--- config.mk ---
export PLATFORM = sky130hd
export DESIGN_NAME = rx_frame_buf_ctrl_flat
export DESIGN_NICKNAME = d
export VERILOG_FILES = /design/src/rtl/rx_frame_buf_ctrl_if.sv /design/src/rtl/rx_frame_buf_ctrl.sv /design/src/flat_wrapper.sv
export SDC_FILE = /design/constraint.sdc
export NUM_CORES = 1
export LEC_CHECK = 0
export CELL_PAD_IN_SITES_DETAIL_PLACEMENT = 1
export CELL_PAD_IN_SITES_GLOBAL_PLACEMENT = 1
export CORE_ASPECT_RATIO = 1.75
export CORE_MARGIN = 4
export CORE_UTILIZATION = 46
export DETAILED_ROUTE_END_ITERATION = 10
export GPL_ROUTABILITY_DRIVEN = 0
export PLACE_DENSITY_LB_ADDON = 0.1
export SETUP_SLACK_MARGIN = 0.05
export SYNTH_ARGS = -nofsm -noshare
export SYNTH_HDL_FRONTEND = slang
export SYNTH_SLANG_ARGS = --single-unit
--- constraint.sdc ---
create_clock -name clk -period 7.8 [get_ports clk]
set_input_delay 1.56 -clock clk [delete_from_list [all_inputs] [get_ports clk]]
set_output_delay 1.56 -clock clk [all_outputs]
set_load 0.005 [all_outputs]
--- src/rtl/rx_frame_buf_ctrl_if.sv ---
// Bus bundle for the RX frame buffer write sequencer: MAC halfword stream in,
// port-A write port out, head-slot status and release toward the host.
interface rx_frame_buf_ctrl_if #(
    parameter int unsigned NUM_SLOTS = 8,
    parameter int unsigned SLOT_AW   = 10,
    parameter int unsigned ADDR_W    = 13,
    parameter int unsigned CNT_W     = 16
);
    logic                           rx_valid;
    logic [15:0]                    rx_data;
    logic                           rx_last;
    logic                           rx_last_odd;
    logic                           rx_err;
    logic                           mem_en;
    logic [1:0]                     mem_we;
    logic [ADDR_W-1:0]              mem_addr;
    logic [15:0]                    mem_din;
    logic                           frame_avail;
    logic [$clog2(NUM_SLOTS)-1:0]   frame_slot;
    logic [SLOT_AW:0]               frame_len;
    logic                           frame_release;
    logic [$clog2(NUM_SLOTS):0]     slot_count;
    logic [CNT_W-1:0]               drop_cnt;

    modport master (
        output rx_valid, rx_data, rx_last, rx_last_odd, rx_err, frame_release,
        input  mem_en, mem_we, mem_addr, mem_din, frame_avail, frame_slot, frame_len,
               slot_count, drop_cnt
    );

    modport slave (
        input  rx_valid, rx_data, rx_last, rx_last_odd, rx_err, frame_release,
        output mem_en, mem_we, mem_addr, mem_din, frame_avail, frame_slot, frame_len,
               slot_count, drop_cnt
    );
endinterface

--- src/rtl/rx_frame_buf_ctrl.sv ---
// Write-side sequencer for the widening RX frame buffer: places MAC halfwords into a
// ring of fixed-size slots, captures per-slot lengths and drops full/oversize/bad frames.
module rx_frame_buf_ctrl #(
    parameter int unsigned NUM_SLOTS = 8,
    parameter int unsigned SLOT_AW   = 10,
    parameter int unsigned ADDR_W    = 13,
    parameter int unsigned CNT_W     = 16
) (
    input logic               clk,
    input logic               rst,
    rx_frame_buf_ctrl_if.slave bus
);
    localparam int unsigned SlotW = $clog2(NUM_SLOTS);

    localparam logic [1:0] StIdle = 2'd0;
    localparam logic [1:0] StRecv = 2'd1;
    localparam logic [1:0] StDrop = 2'd2;

    localparam logic [SLOT_AW:0] SlotFull = {1'b1, {SLOT_AW{1'b0}}};

    logic [1:0]         state_q, state_d;
    logic [SLOT_AW:0]   offset_q, offset_d;
    logic [SlotW-1:0]   tail_q, tail_d;
    logic [SlotW-1:0]   head_q, head_d;
    logic [SlotW:0]     count_q, count_d;
    logic [SLOT_AW:0]   len_q [NUM_SLOTS];
    logic [SLOT_AW:0]   len_d [NUM_SLOTS];
    logic [CNT_W-1:0]   drop_cnt_q, drop_cnt_d;
    logic               mem_en_q, mem_en_d;
    logic [1:0]         mem_we_q, mem_we_d;
    logic [ADDR_W-1:0]  mem_addr_q, mem_addr_d;
    logic [15:0]        mem_din_q, mem_din_d;

    logic               wr;
    logic               commit;
    logic               drop_inc;
    logic               release_ok;
    logic               ring_full;
    logic [SLOT_AW:0]   beats;
    logic [SLOT_AW:0]   len_new;

    assign ring_full  = (count_q == (SlotW + 1)'(NUM_SLOTS));
    assign release_ok = bus.frame_release && (count_q != '0);
    assign beats      = offset_q + (SLOT_AW + 1)'(1);
    assign len_new    = {beats[SLOT_AW-1:0], 1'b0} - {{SLOT_AW{1'b0}}, bus.rx_last_odd};

    always_comb begin
        state_d    = state_q;
        offset_d   = offset_q;
        tail_d     = tail_q;
        head_d     = head_q;
        count_d    = count_q;
        len_d      = len_q;
        drop_cnt_d = drop_cnt_q;
        wr         = 1'b0;
        commit     = 1'b0;
        drop_inc   = 1'b0;

        case (state_q)
            StIdle: begin
                if (bus.rx_valid) begin
                    if (ring_full) begin
                        if (bus.rx_last) drop_inc = 1'b1;
                        else             state_d  = StDrop;
                    end else begin
                        wr       = 1'b1;
                        offset_d = (SLOT_AW + 1)'(1);
                        if (bus.rx_last) begin
                            offset_d = '0;
                            if (bus.rx_err) drop_inc = 1'b1;
                            else            commit   = 1'b1;
                        end else begin
                            state_d = StRecv;
                        end
                    end
                end
            end
            StRecv: begin
                if (bus.rx_valid) begin
                    if (offset_q == SlotFull) begin
                        offset_d = '0;
                        if (bus.rx_last) begin
                            drop_inc = 1'b1;
                            state_d  = StIdle;
                        end else begin
                            state_d = StDrop;
                        end
                    end else begin
                        wr       = 1'b1;
                        offset_d = beats;
                        if (bus.rx_last) begin
                            offset_d = '0;
                            state_d  = StIdle;
                            if (bus.rx_err) drop_inc = 1'b1;
                            else            commit   = 1'b1;
                        end
                    end
                end
            end
            StDrop: begin
                if (bus.rx_valid && bus.rx_last) begin
                    drop_inc = 1'b1;
                    state_d  = StIdle;
                end
            end
            default: state_d = StIdle;
        endcase

        // A frame only starts when count < NUM_SLOTS, so commit never overflows count.
        if (commit) begin
            len_d[tail_q] = len_new;
            tail_d        = tail_q + SlotW'(1);
        end
        if (release_ok) head_d = head_q + SlotW'(1);

        case ({commit, release_ok})
            2'b10:   count_d = count_q + (SlotW + 1)'(1);
            2'b01:   count_d = count_q - (SlotW + 1)'(1);
            default: count_d = count_q;
        endcase

        if (drop_inc && (drop_cnt_q != '1)) drop_cnt_d = drop_cnt_q + CNT_W'(1);

        mem_en_d   = wr;
        mem_we_d   = 2'b00;
        mem_addr_d = mem_addr_q;
        mem_din_d  = mem_din_q;
        if (wr) begin
            mem_we_d   = (bus.rx_last && bus.rx_last_odd) ? 2'b01 : 2'b11;
            mem_addr_d = {tail_q, offset_q[SLOT_AW-1:0]};
            mem_din_d  = bus.rx_data;
        end
    end

    always_ff @(posedge clk) begin
        if (rst) begin
            state_q    <= StIdle;
            offset_q   <= '0;
            tail_q     <= '0;
            head_q     <= '0;
            count_q    <= '0;
            len_q      <= '{default: '0};
            drop_cnt_q <= '0;
            mem_en_q   <= 1'b0;
            mem_we_q   <= 2'b00;
            mem_addr_q <= '0;
            mem_din_q  <= '0;
        end else begin
            state_q    <= state_d;
            offset_q   <= offset_d;
            tail_q     <= tail_d;
            head_q     <= head_d;
            count_q    <= count_d;
            len_q      <= len_d;
            drop_cnt_q <= drop_cnt_d;
            mem_en_q   <= mem_en_d;
            mem_we_q   <= mem_we_d;
            mem_addr_q <= mem_addr_d;
            mem_din_q  <= mem_din_d;
        end
    end

    assign bus.mem_en      = mem_en_q;
    assign bus.mem_we      = mem_we_q;
    assign bus.mem_addr    = mem_addr_q;
    assign bus.mem_din     = mem_din_q;
    assign bus.frame_avail = (count_q != '0);
    assign bus.frame_slot  = head_q;
    assign bus.frame_len   = len_q[head_q];
    assign bus.slot_count  = count_q;
    assign bus.drop_cnt    = drop_cnt_q;
endmodule

--- src/flat_wrapper.sv ---
// flat-port wrapper written by rule: the top's interface ports become plain ports
module rx_frame_buf_ctrl_flat 
#(
    parameter int unsigned NUM_SLOTS = 8,
    parameter int unsigned SLOT_AW   = 10,
    parameter int unsigned ADDR_W    = 13,
    parameter int unsigned CNT_W     = 16
)
  (clk, rst, bus_rx_valid, bus_rx_data, bus_rx_last, bus_rx_last_odd, bus_rx_err, bus_frame_release, bus_mem_en, bus_mem_we, bus_mem_addr, bus_mem_din, bus_frame_avail, bus_frame_slot, bus_frame_len, bus_slot_count, bus_drop_cnt);
  rx_frame_buf_ctrl_if #(.NUM_SLOTS(NUM_SLOTS), .SLOT_AW(SLOT_AW), .ADDR_W(ADDR_W), .CNT_W(CNT_W)) bus_i ();
  input logic clk;
  input logic rst;
  input wire logic [$bits(bus_i.rx_valid)-1:0] bus_rx_valid;
  input wire logic [$bits(bus_i.rx_data)-1:0] bus_rx_data;
  input wire logic [$bits(bus_i.rx_last)-1:0] bus_rx_last;
  input wire logic [$bits(bus_i.rx_last_odd)-1:0] bus_rx_last_odd;
  input wire logic [$bits(bus_i.rx_err)-1:0] bus_rx_err;
  input wire logic [$bits(bus_i.frame_release)-1:0] bus_frame_release;
  output wire logic [$bits(bus_i.mem_en)-1:0] bus_mem_en;
  output wire logic [$bits(bus_i.mem_we)-1:0] bus_mem_we;
  output wire logic [$bits(bus_i.mem_addr)-1:0] bus_mem_addr;
  output wire logic [$bits(bus_i.mem_din)-1:0] bus_mem_din;
  output wire logic [$bits(bus_i.frame_avail)-1:0] bus_frame_avail;
  output wire logic [$bits(bus_i.frame_slot)-1:0] bus_frame_slot;
  output wire logic [$bits(bus_i.frame_len)-1:0] bus_frame_len;
  output wire logic [$bits(bus_i.slot_count)-1:0] bus_slot_count;
  output wire logic [$bits(bus_i.drop_cnt)-1:0] bus_drop_cnt;
  assign bus_i.rx_valid = bus_rx_valid;
  assign bus_i.rx_data = bus_rx_data;
  assign bus_i.rx_last = bus_rx_last;
  assign bus_i.rx_last_odd = bus_rx_last_odd;
  assign bus_i.rx_err = bus_rx_err;
  assign bus_i.frame_release = bus_frame_release;
  assign bus_mem_en = bus_i.mem_en;
  assign bus_mem_we = bus_i.mem_we;
  assign bus_mem_addr = bus_i.mem_addr;
  assign bus_mem_din = bus_i.mem_din;
  assign bus_frame_avail = bus_i.frame_avail;
  assign bus_frame_slot = bus_i.frame_slot;
  assign bus_frame_len = bus_i.frame_len;
  assign bus_slot_count = bus_i.slot_count;
  assign bus_drop_cnt = bus_i.drop_cnt;
  rx_frame_buf_ctrl #(.NUM_SLOTS(NUM_SLOTS), .SLOT_AW(SLOT_AW), .ADDR_W(ADDR_W), .CNT_W(CNT_W)) u_core (.clk(clk), .rst(rst), .bus(bus_i));
endmodule
==> results.sh <==
export IMPL_rsz0062_at_grt="false"
export IMPL_area_growth_pct=19.88
export IMPL_yosysWarnings=0
export IMPL_tightest_slew_ps=991.9
export IMPL_ios=90
export IMPL_finalSetupViolations=0
export IMPL_stdcell_area_um2=8773
export IMPL_instances_no_fill=1046
export IMPL_portBuffers=89
export IMPL_holdCritPathClass="reg2reg"
export IMPL_swShare_pct=28.47
export IMPL_via_per_inst=5.762
export IMPL_slowest_delay_ps=670
export IMPL_via_count=6027
export IMPL_rows=60
export IMPL_antenna_cells=0
export IMPL_drt_first_iter_violations=206
export IMPL_wl_per_cell_um=19.50
export IMPL_fmax_mhz=236.4
export IMPL_muxShareOfSynthArea_pct=14.34
export IMPL_synth_area_per_cell_um2=9.240
export IMPL_path_cells="clkdlybuf4s50_1 > nand2_1 > nor4_1 > inv_1 > ha_1 > xor2_1 > ha_1 > a21oi_1 > xor2_1 > or3_1 > a21oi_1"
export IMPL_pwr_share_comb_pct=16.6
export IMPL_p_clk_share_pct=39.5
export IMPL_synth_cells=792
export IMPL_yosysTopAreaCell="dfxtp_1"
export IMPL_cts_hold_buf=0
export IMPL_synth_xor_area_share_pct=4.069
export IMPL_grt_first_pass_wirelength_um=33800
export IMPL_cts_root_buf="clkbuf_16"
export IMPL_seq_power_share_pct=43.9
export IMPL_overflow=0
export IMPL_outcome="complete, no violations"
export IMPL_critPathCaptureType="flop"
export IMPL_cts_max_level=4
export IMPL_cap_violations=0
export IMPL_ys_seq_area_share_pct=43.49
export IMPL_hold_viol=0
export IMPL_finalSetupTns_ps=0
export IMPL_slew_violations=0
export IMPL_relSlewSlack_pct=33.87
export IMPL_first_pass_iters=5
export IMPL_syn_area_um2=7318
export IMPL_dieWidth_um=103.3
export IMPL_finalNetCount=880
export IMPL_whs_ps=457.9
export IMPL_internal_power_mw=1.411
export IMPL_post_place_cells=1014
export IMPL_synthSimpleGateAreaFrac_pct=20.41
export IMPL_core_um2=15460
export IMPL_required_ps=8140
export IMPL_p_switching_mw=0.5616
export IMPL_fin_skew_ps=14.33
export IMPL_track_usage_pct=23.50
export IMPL_p_leak_nw=2.887
export IMPL_synthFlopType="dfxtp_1"
export IMPL_place_area_um2=8227
export IMPL_grt_pass1_vias=6593
export IMPL_synth_top_area_share_pct=43.49
export IMPL_hpwlAfterDp_um=14090
export IMPL_finalCoreUtilization_pct=56.73
export IMPL_finalCritPeriodShare_pct=54.24
export IMPL_cp_start_kind="input pin"
export IMPL_cts_setup_buffers=0
export IMPL_clk_path_buf_depth=2
export IMPL_cts_sinks=159
export IMPL_ys_async_sr_fraction_pct=0
export IMPL_drive_gt1_share_pct=9.651
export IMPL_antenna_left=0
export IMPL_clk_pin_slew_worst_paths_ps=60
export IMPL_synth_enable_flop_cells=0
export IMPL_period_needed_ps=4231
export IMPL_irDropWorstVdd_mv=0.1411
export IMPL_start_util_pct=47.32
export IMPL_wl_um=20400
export IMPL_yosys_cell_types_count=51
export IMPL_grt_max_degree=90
export IMPL_syn_nets=825
export IMPL_regArea_um2=3183
export IMPL_yosys_area_share_adder_pct=1.710
export IMPL_clock_latency_ps=430
export IMPL_cts_buffers=17
export IMPL_fillCellCount=1778
export IMPL_cts_resized_gates=0
export IMPL_synth_compound_area_share_pct=12.04
export IMPL_path_class="in2reg"
export IMPL_cts_tree="yes"
export IMPL_multiInputGateArea_um2=3851
export IMPL_critPathMaxFanout=8
export IMPL_synth_top_family_by_area="simple AND/OR/NAND/NOR gates"
export IMPL_ys_seq_elements=159
export IMPL_yosysMostFrequentCell="dfxtp_1"
export IMPL_die_h_um=174.9
export IMPL_antenna_found_initial=0
export IMPL_cpMaxStageDelayCell="nor4_1"
export IMPL_pwr_density_cell_nw_per_um2=224.9
export IMPL_synth_commonest_cells="159 x dfxtp_1, 113 x nor2_1, 84 x nand2_1, 55 x a21oi_1, 43 x mux2i_1"
export IMPL_synth_area_leaders="dfxtp_1 43%, mux4_2 6.8%, mux2i_1 5.9%"
export IMPL_die_area_um2=18070
export IMPL_worstPathArrival_ps=4570
export IMPL_drc=0
-- logic make-up (layout without fill, tap and decap cells) --
family	Yosys count	after routing
compound gates	141	141
fa+ha+maj	10	10
simple gates	305	305
xor+xnor	34	34
buf+inv	67	135
flops	159	159
mux	76	76
-- area by class of cell --
cell class	instances	share of cell area, %
well taps	186	2.653
flip-flops and latches	159	36.28
repair buffers	94	10.55
multi-input cells	566	43.90
clock inverters	12	1.141
clock buffers	20	5.091
inverters	9	0.3851
-- final timing paths --
kind	start	endpoint	slack (ps)	cells past startpoint
hold reg to reg	u_core.bus.mem_din[8]	u_core.bus.mem_din[8]	460	2
setup / recovery	bus_rx_last	u_core.bus.slot_count[2]	3570	11
setup reg to reg	u_core.offset_q[0]	u_core.bus.slot_count[2]	4440	13
hold / removal	u_core.bus.mem_din[8]	u_core.bus.mem_din[8]	460	2
-- stage by stage --
step                      setup WS [ps]  power, mW
after floorplan                    4174      1.086
after global placement             3306      1.199
after detailed placement           3161      1.215
after CTS                          3559      1.997
after global routing               3248      2.062
final                              3569      1.973
-- state kept, by name, summed over array words and instances (netlist names), 2 cells and up --
signal and cells:
u_core.len_q 88, u_core.bus.drop_cnt 16, u_core.bus.mem_din 16, u_core.bus.mem_addr 13, u_core.offset_q 11, u_core.bus.slot_count 4, u_core.bus.frame_slot 3, u_core.tail_q 3
u_core.bus.mem_we 2, u_core.state_q 2
-- critical path, delay by kind of cell --
kind	cells	cell delay, ps
and+or+nand+nor	3	1140
buffers and inverters	2	770
AOI/OAI and AO/OA	2	320
adders and majority gates	2	480
xor gates and xnor gates	2	290
-- routing by layer --
| layer | global-route usage, % | part of all wire [%] | vias up |
|---|---|---|---|
| met5 | 0 | 0 | - |
| met4 | 7.726 | 1.8 | 0 |
| met3 | 5.074 | 3.7 | 23 |
| met2 | 43.42 | 55 | 117 |
| met1 | 25.64 | 39 | 2989 |
| li1 | - | - | 2898 |
-- layout by cell type (no fill, tap or decap), types with 3 or more instances in the layout --
cell type,n
and2_1,4
ha_1,10
inv_6,4
nor2b_1,6
mux4_2,22
xor2_1,12
nand4_1,10
or4_1,3
a21o_1,5
dfxtp_1,159
a31oi_1,3
buf_4,6
nor2_1,113
nor2_4,6
clkinvlp_4,6
clkbuf_16,17
xnor2_1,22
mux2_2,11
nor3_1,12
o22ai_1,17
or3_1,12
clkdlybuf4s50_1,88
and4_1,3
nand2_1,84
inv_1,9
o21ai_0,14
mux2i_1,43
nor4_1,6
nand2b_1,22
a211oi_1,32
nand3_1,8
and3_1,3
a21oi_1,54
-- power by group through the flow --
stage	Clock (mW)	Combinational, mW	Sequential [mW]
floorplan	0	0.209	0.877
global placement	0	0.317	0.883
detailed placement	0	0.330	0.885
CTS	0.796	0.334	0.867
global route	0.831	0.360	0.871
finish	0.779	0.327	0.867
Note: power is estimated with default switching activity, not from simulation.
